`src/rtl/uart_rx.sv`:
```
// uart_rx: 8N1 UART receive front end.
//
// Deserialises frames arriving on an idle-high serial line, sampling each bit
// at its midpoint. A good frame (stop bit = 1) updates rxdata and pulses
// dataValidRX for one cycle. A bad stop bit raises the sticky frame_err flag
// and parks the receiver until the line returns high, so a held-low line
// (break) yields a single error rather than a stream of bogus bytes.
//
// Ports:
//   clk          system clock, rising edge
//   rst_n        synchronous active-low reset
//   rx           asynchronous serial input, idle high
//   rxdata       last correctly framed byte, LSB received first
//   dataValidRX  one-cycle strobe when rxdata is updated
//   frame_err    sticky; set on a 0 stop bit, cleared by the next good frame
//   busy         high whenever the receiver is not idle
//
// CLK_HZ / BAUD must give at least 4 clocks per bit.
module uart_rx #(
    parameter int unsigned CLK_HZ = 50000000,
    parameter int unsigned BAUD   = 9600
) (
    input  logic       clk,
    input  logic       rst_n,
    input  logic       rx,
    output logic [7:0] rxdata,
    output logic       dataValidRX,
    output logic       frame_err,
    output logic       busy
);

    localparam int unsigned CLKS_PER_BIT = CLK_HZ / BAUD;
    localparam int unsigned HALF_BIT     = CLKS_PER_BIT / 2;
    localparam int unsigned CntW         = $clog2(CLKS_PER_BIT);

    // Counter values at which a sample is taken; a period of N cycles ends when
    // the counter reads N-1.
    localparam logic [CntW-1:0] BitLast  = CntW'(CLKS_PER_BIT - 1);
    localparam logic [CntW-1:0] HalfLast = CntW'(HALF_BIT - 1);

    typedef enum logic [2:0] {
        StIdle,
        StStart,
        StData,
        StStop,
        StBreak
    } state_e;

    logic [1:0]      sync_q;
    logic            rx_s;
    state_e          state_q, state_d;
    logic [CntW-1:0] cnt_q, cnt_d;
    logic [2:0]      idx_q, idx_d;
    logic [7:0]      shift_q, shift_d;
    logic [7:0]      rxdata_q, rxdata_d;
    logic            valid_q, valid_d;
    logic            ferr_q, ferr_d;

    // Two-flop synchroniser; reset to the idle level so reset never looks
    // like a start edge.
    always_ff @(posedge clk) begin
        if (!rst_n) begin
            sync_q <= 2'b11;
        end else begin
            sync_q <= {sync_q[0], rx};
        end
    end

    assign rx_s = sync_q[1];

    always_ff @(posedge clk) begin
        if (!rst_n) begin
            state_q  <= StIdle;
            cnt_q    <= '0;
            idx_q    <= '0;
            shift_q  <= '0;
            rxdata_q <= '0;
            valid_q  <= 1'b0;
            ferr_q   <= 1'b0;
        end else begin
            state_q  <= state_d;
            cnt_q    <= cnt_d;
            idx_q    <= idx_d;
            shift_q  <= shift_d;
            rxdata_q <= rxdata_d;
            valid_q  <= valid_d;
            ferr_q   <= ferr_d;
        end
    end

    always_comb begin
        state_d  = state_q;
        cnt_d    = cnt_q;
        idx_d    = idx_q;
        shift_d  = shift_q;
        rxdata_d = rxdata_q;
        valid_d  = 1'b0;
        ferr_d   = ferr_q;

        unique case (state_q)
            StIdle: begin
                cnt_d = '0;
                if (!rx_s) begin
                    state_d = StStart;
                end
            end

            // Re-check the line at mid start bit to reject short glitches.
            StStart: begin
                if (cnt_q == HalfLast) begin
                    cnt_d = '0;
                    if (rx_s) begin
                        state_d = StIdle;
                    end else begin
                        state_d = StData;
                        idx_d   = '0;
                    end
                end else begin
                    cnt_d = cnt_q + CntW'(1);
                end
            end

            StData: begin
                if (cnt_q == BitLast) begin
                    cnt_d          = '0;
                    shift_d[idx_q] = rx_s;
                    idx_d          = idx_q + 3'd1;
                    if (idx_q == 3'd7) begin
                        state_d = StStop;
                    end
                end else begin
                    cnt_d = cnt_q + CntW'(1);
                end
            end

            // Leaving at mid stop bit lets a back-to-back start edge be caught.
            StStop: begin
                if (cnt_q == BitLast) begin
                    cnt_d = '0;
                    if (rx_s) begin
                        rxdata_d = shift_q;
                        valid_d  = 1'b1;
                        ferr_d   = 1'b0;
                        state_d  = StIdle;
                    end else begin
                        ferr_d  = 1'b1;
                        state_d = StBreak;
                    end
                end else begin
                    cnt_d = cnt_q + CntW'(1);
                end
            end

            StBreak: begin
                cnt_d = '0;
                if (rx_s) begin
                    state_d = StIdle;
                end
            end

            default: begin
                state_d = StIdle;
                cnt_d   = '0;
            end
        endcase
    end

    assign rxdata      = rxdata_q;
    assign dataValidRX = valid_q;
    assign frame_err   = ferr_q;
    assign busy        = (state_q != StIdle);

endmodule

```
`config.mk`:
```
export PLATFORM = sky130hd
export DESIGN_NAME = uart_rx
export DESIGN_NICKNAME = d
export VERILOG_FILES = /design/src/rtl/uart_rx.sv
export SDC_FILE = /design/constraint.sdc
export NUM_CORES = 1
export LEC_CHECK = 0
export CAP_MARGIN = 10
export CORE_MARGIN = 1.5
export CORE_UTILIZATION = 56
export DETAILED_ROUTE_END_ITERATION = 7
export DONT_BUFFER_PORTS = 1
export PLACE_DENSITY = 0.74
export SLEW_MARGIN = 25
export SYNTH_ARGS = -nofsm -noshare
export SYNTH_HDL_FRONTEND = slang
export SYNTH_SLANG_ARGS = --single-unit
```
`constraint.sdc`:
```
create_clock -name clk -period 1.9 [get_ports clk]
set_clock_uncertainty 0.15 [all_clocks]
set_input_delay 0.38 -clock clk [delete_from_list [all_inputs] [get_ports clk]]
set_output_delay 0.38 -clock clk [all_outputs]
set_load 0.01 [all_outputs]
```
==> impl_metrics.csv <==
group,metric,value,unit
power,p_sw,435,uW
floorplan,die_w,61.5,um
grt,grt_pass1_vias,1515,
sta,setup_viol,0,
finish,layout_common_cells,"37 x dfxtp_1, 18 x nor2_1, 18 x buf_4",
setup_path,arrival,1.98,ns
yosys,synth_area_per_cell,8.92,um2
grt,grt_pass1_wl,6570,um
sta,relSlewSlack,69.3,%
finish,mostFrequentLayoutCell,"dfxtp_1",
finish,fillers,285,
placed_design,place_ws,-0.00371,ns
power,switching_share,26.3,%
power,p_leak,0.736,nW
detailed_routing,drcViolationCount,0,
setup_path,cp-startpoint,"state_q[2]$_SDFFE_PN0P_",
worst_hold_path,hp-class,"in2reg",
setup_path,r2r_start,"state_q[2]$_SDFFE_PN0P_",
clocking,cts_root_buffer,"clkbuf_4",
finish,final_cell_area,0.00222,mm2
flow_run,maxCapViolations,0,
sta,worst_slack,0.0662,ns
grt,grtUsageTotal,23.5,%
power,seqPwrFrac,51.9,%
placed_design,globalplace.congestion,0.853,
sta,worstMarginPinSlew,0.460,ns
sta,whs,0.00607,ns
placed_design,hpwl,2750,um
placed_design,io_buffer_count,0,
detailed_routing,firstDrtPassIters,4,
clocking,ctsHtreeMaxLevel,2,
clocking,tritoncts,"yes",
finish,insertedDiodeCount,0,
finish,final_nets,231,
status,status,"complete, no violations",
finish,final_cells,272,
detailed_routing,postRouteAntennaNets,0,
yosys,yosysWarningCount,0,
finish,final_util,66.9,%
yosys,synth-simple-area-share,28.4,%
grt,grt_max_degree,20,
power,total_power,1.65,mW
setup_path,reg2reg_to,"state_q[0]$_SDFFE_PN0P_",
power,p_clk_share,34.3,%
setup_path,reg2reg_slack,0.07,ns
yosys,synth_seq_cells,39,
floorplan,dieHeight,61.5,um
placed_design,placed_area,0.00202,mm2
sta,tns,0,ns
yosys,syn_area,0.00192,mm2
sta,fmax,0.545,GHz
floorplan,rows,21,
yosys,synth_xor_area_share,5.48,%
sta,final_max_slew_viol_count,0,
detailed_routing,num_vias,1618,
clocking,clk_pin_slew,0.12,ns
setup_path,crit_required,2.04,ns
clocking,cts.sinks,39,
floorplan,coreArea,0.00331,mm2
power,power.density,747,mW/mm2
detailed_routing,drtIter0Drc,101,
yosys,synthAdderAreaFrac,1.96,%
yosys,synth-compound-area-share,15.6,%
finish,layout-drive-gt1-share,21.2,%
yosys,seq_area_frac_synth,40.7,%
power,internal-power,1.22,mW
finish,synthToLayoutAreaGrowth,15.5,%
setup_path,crit_type,"reg2reg",
sta,final_hold_viol_count,0,
setup_path,critPathLaunchType,"flop",
yosys,muxShareOfSynthArea,2.09,%
sta,rsz0062_at_grt,"yes",
yosys,synth_cell_types,43,
detailed_routing,avgViaCountPerCell,5.95,
grt,antenna_found_initial,0,
setup_path,crit_fanout,11,
floorplan,pin_count,14,
power,ir_drop,0.000450,V
placed_design,placed_cells,258,
setup_path,r2r_cells,4,
detailed_routing,wire_per_inst,15.0,um
detailed_routing,drt-total-wl,4070,um
setup_path,crit_end,"state_q[0]$_SDFFE_PN0P_",
yosys,synth_nets,221,
clocking,clkLatencyLatePin,0.35,ns
grt,gr-total-overflow,0,
floorplan,start_util,57.9,%
sta,min_period_over_period,96.5,%
sta,period_needed,1.83,ns
clocking,clock_path_buffers,2,
clocking,cts_made_buffers,5,
power,p_comb_share,13.8,%
yosys,synth_top_family_by_area,"simple AND/OR/NAND/NOR gates",
setup_path,crit_path_end_kind,"flop",
floorplan,dieArea,0.00379,mm2
yosys,synthCells,215,
-- logic make-up after synthesis --
logic type,after synthesis
adders and majority gates,3
buffers and inverters,27
AOI/OAI and AO/OA,42
xor gates and xnor gates,12
and+or+nand+nor,88
muxes,4
DFF,39
-- per-layer routing --
| layer | vias up | global-route usage [%] | wire length [um] |
|---|---|---|---|
| li1 | 793 | - | - |
| met1 | 791 | 28.0 | 1680 |
| met2 | 29 | 40.9 | 2190 |
| met3 | 5 | 4.20 | 151 |
| met4 | 0 | 10.6 | 48 |
| met5 | - | 0 | 0 |
-- critical path: stages (launching register included) --
cell	delay [ns]
dfxtp_1	0.63
nor2b_1	0.16
a22o_1	0.29
a221oi_4	0.32
mux2i_1	0.22
-- synth_stat cells (all sizes together) --
master    n  area (um2)
xor2      5        43.8
ha        3        37.5
and4bb    2        25.0
o21bai    1        7.51
nor4b     3        62.6
a21oi    17        85.1
o41ai     2        17.5
o221ai    1        15.0
nand4    14        93.8
or3b      1        8.76
xnor2     7        61.3
o31ai     6        45.0
a2111oi   1        15.0
or3       3        18.8
and2      2        12.5
nand3    15        80.1
nor2b     3        18.8
nor3      5        25.0
buf      10        47.6
and4      3        26.3
dfxtp    39         781
o22ai     1        6.26
a31oi     2        27.5
nand2b    4        25.0
and3b     1        8.76
nor3b     2        20.0
a221oi    1        26.3
mux2i     4        40.0
nand3b    1        7.51
clkbuf    8        30.0
nor4      1        6.26
nor2     18        67.6
a22o      1        8.76
o21ai     9        45.0
inv       9        33.8
nand2    10        37.5
-- power by group through the flow --
stage               registers [mW]  logic [mW]  clock network, mW
global placement             0.869       0.210                  0
global route                 0.861       0.247              0.611
finish                       0.858       0.228              0.568
detailed placement           0.870       0.214                  0
CTS                          0.854       0.217              0.579
floorplan                    0.871       0.166                  0
-- how the worst min path moves through the flow --
stage | startpoint | end | slack [ns] | cells after the start
2_1_floorplan | sync_q[0]$_SDFF_PN1_ | sync_q[1]$_SDFF_PN1_ | 0.24 | 1
3_3_place_gp | sync_q[0]$_SDFF_PN1_ | sync_q[1]$_SDFF_PN1_ | 0.25 | 1
3_5_place_dp | sync_q[0]$_SDFF_PN1_ | sync_q[1]$_SDFF_PN1_ | 0.25 | 1
4_1_cts | rst_n | state_q[2]$_SDFFE_PN0P_ | 0.0006 | 2
5_1_grt | rst_n | state_q[2]$_SDFFE_PN0P_ | 0.02 | 2
6_report | rst_n | state_q[2]$_SDFFE_PN0P_ | 0.006 | 2
-- state kept, by name, indices dropped and copies added, names as in the netlist --
| register | cells |
|---|---|
| idx_q | 3 |
| rxdata | 8 |
| cnt_q | 13 |
| dataValidRX | 1 |
| frame_err | 1 |
| shift_q | 8 |
| sync_q | 2 |
| state_q | 3 |
-- timing repair --
item	4_1_cts	5_1_grt
hold buffers	2	0
gates resized for setup	0	13
setup buffers	0	4
endpoints found under the hold margin	3	0
setup endpoints to repair	4	35
pin swaps	1	4
-- cell type report --
| class | instances | area, um2 | share of cell area (%) |
|---|---|---|---|
| Timing Repair Buffer | 21 | 175 | 7.91 |
| Inverter | 9 | 33.8 | 1.52 |
| Tap cell | 46 | 57.6 | 2.60 |
| Sequential cell | 39 | 783 | 35.3 |
| Clock buffer | 5 | 37.5 | 1.69 |
| Clock inverter | 3 | 43.8 | 1.98 |
| Multi-Input combinational cell | 149 | 1080 | 49.0 |
Power figures use the tool's default switching activity.
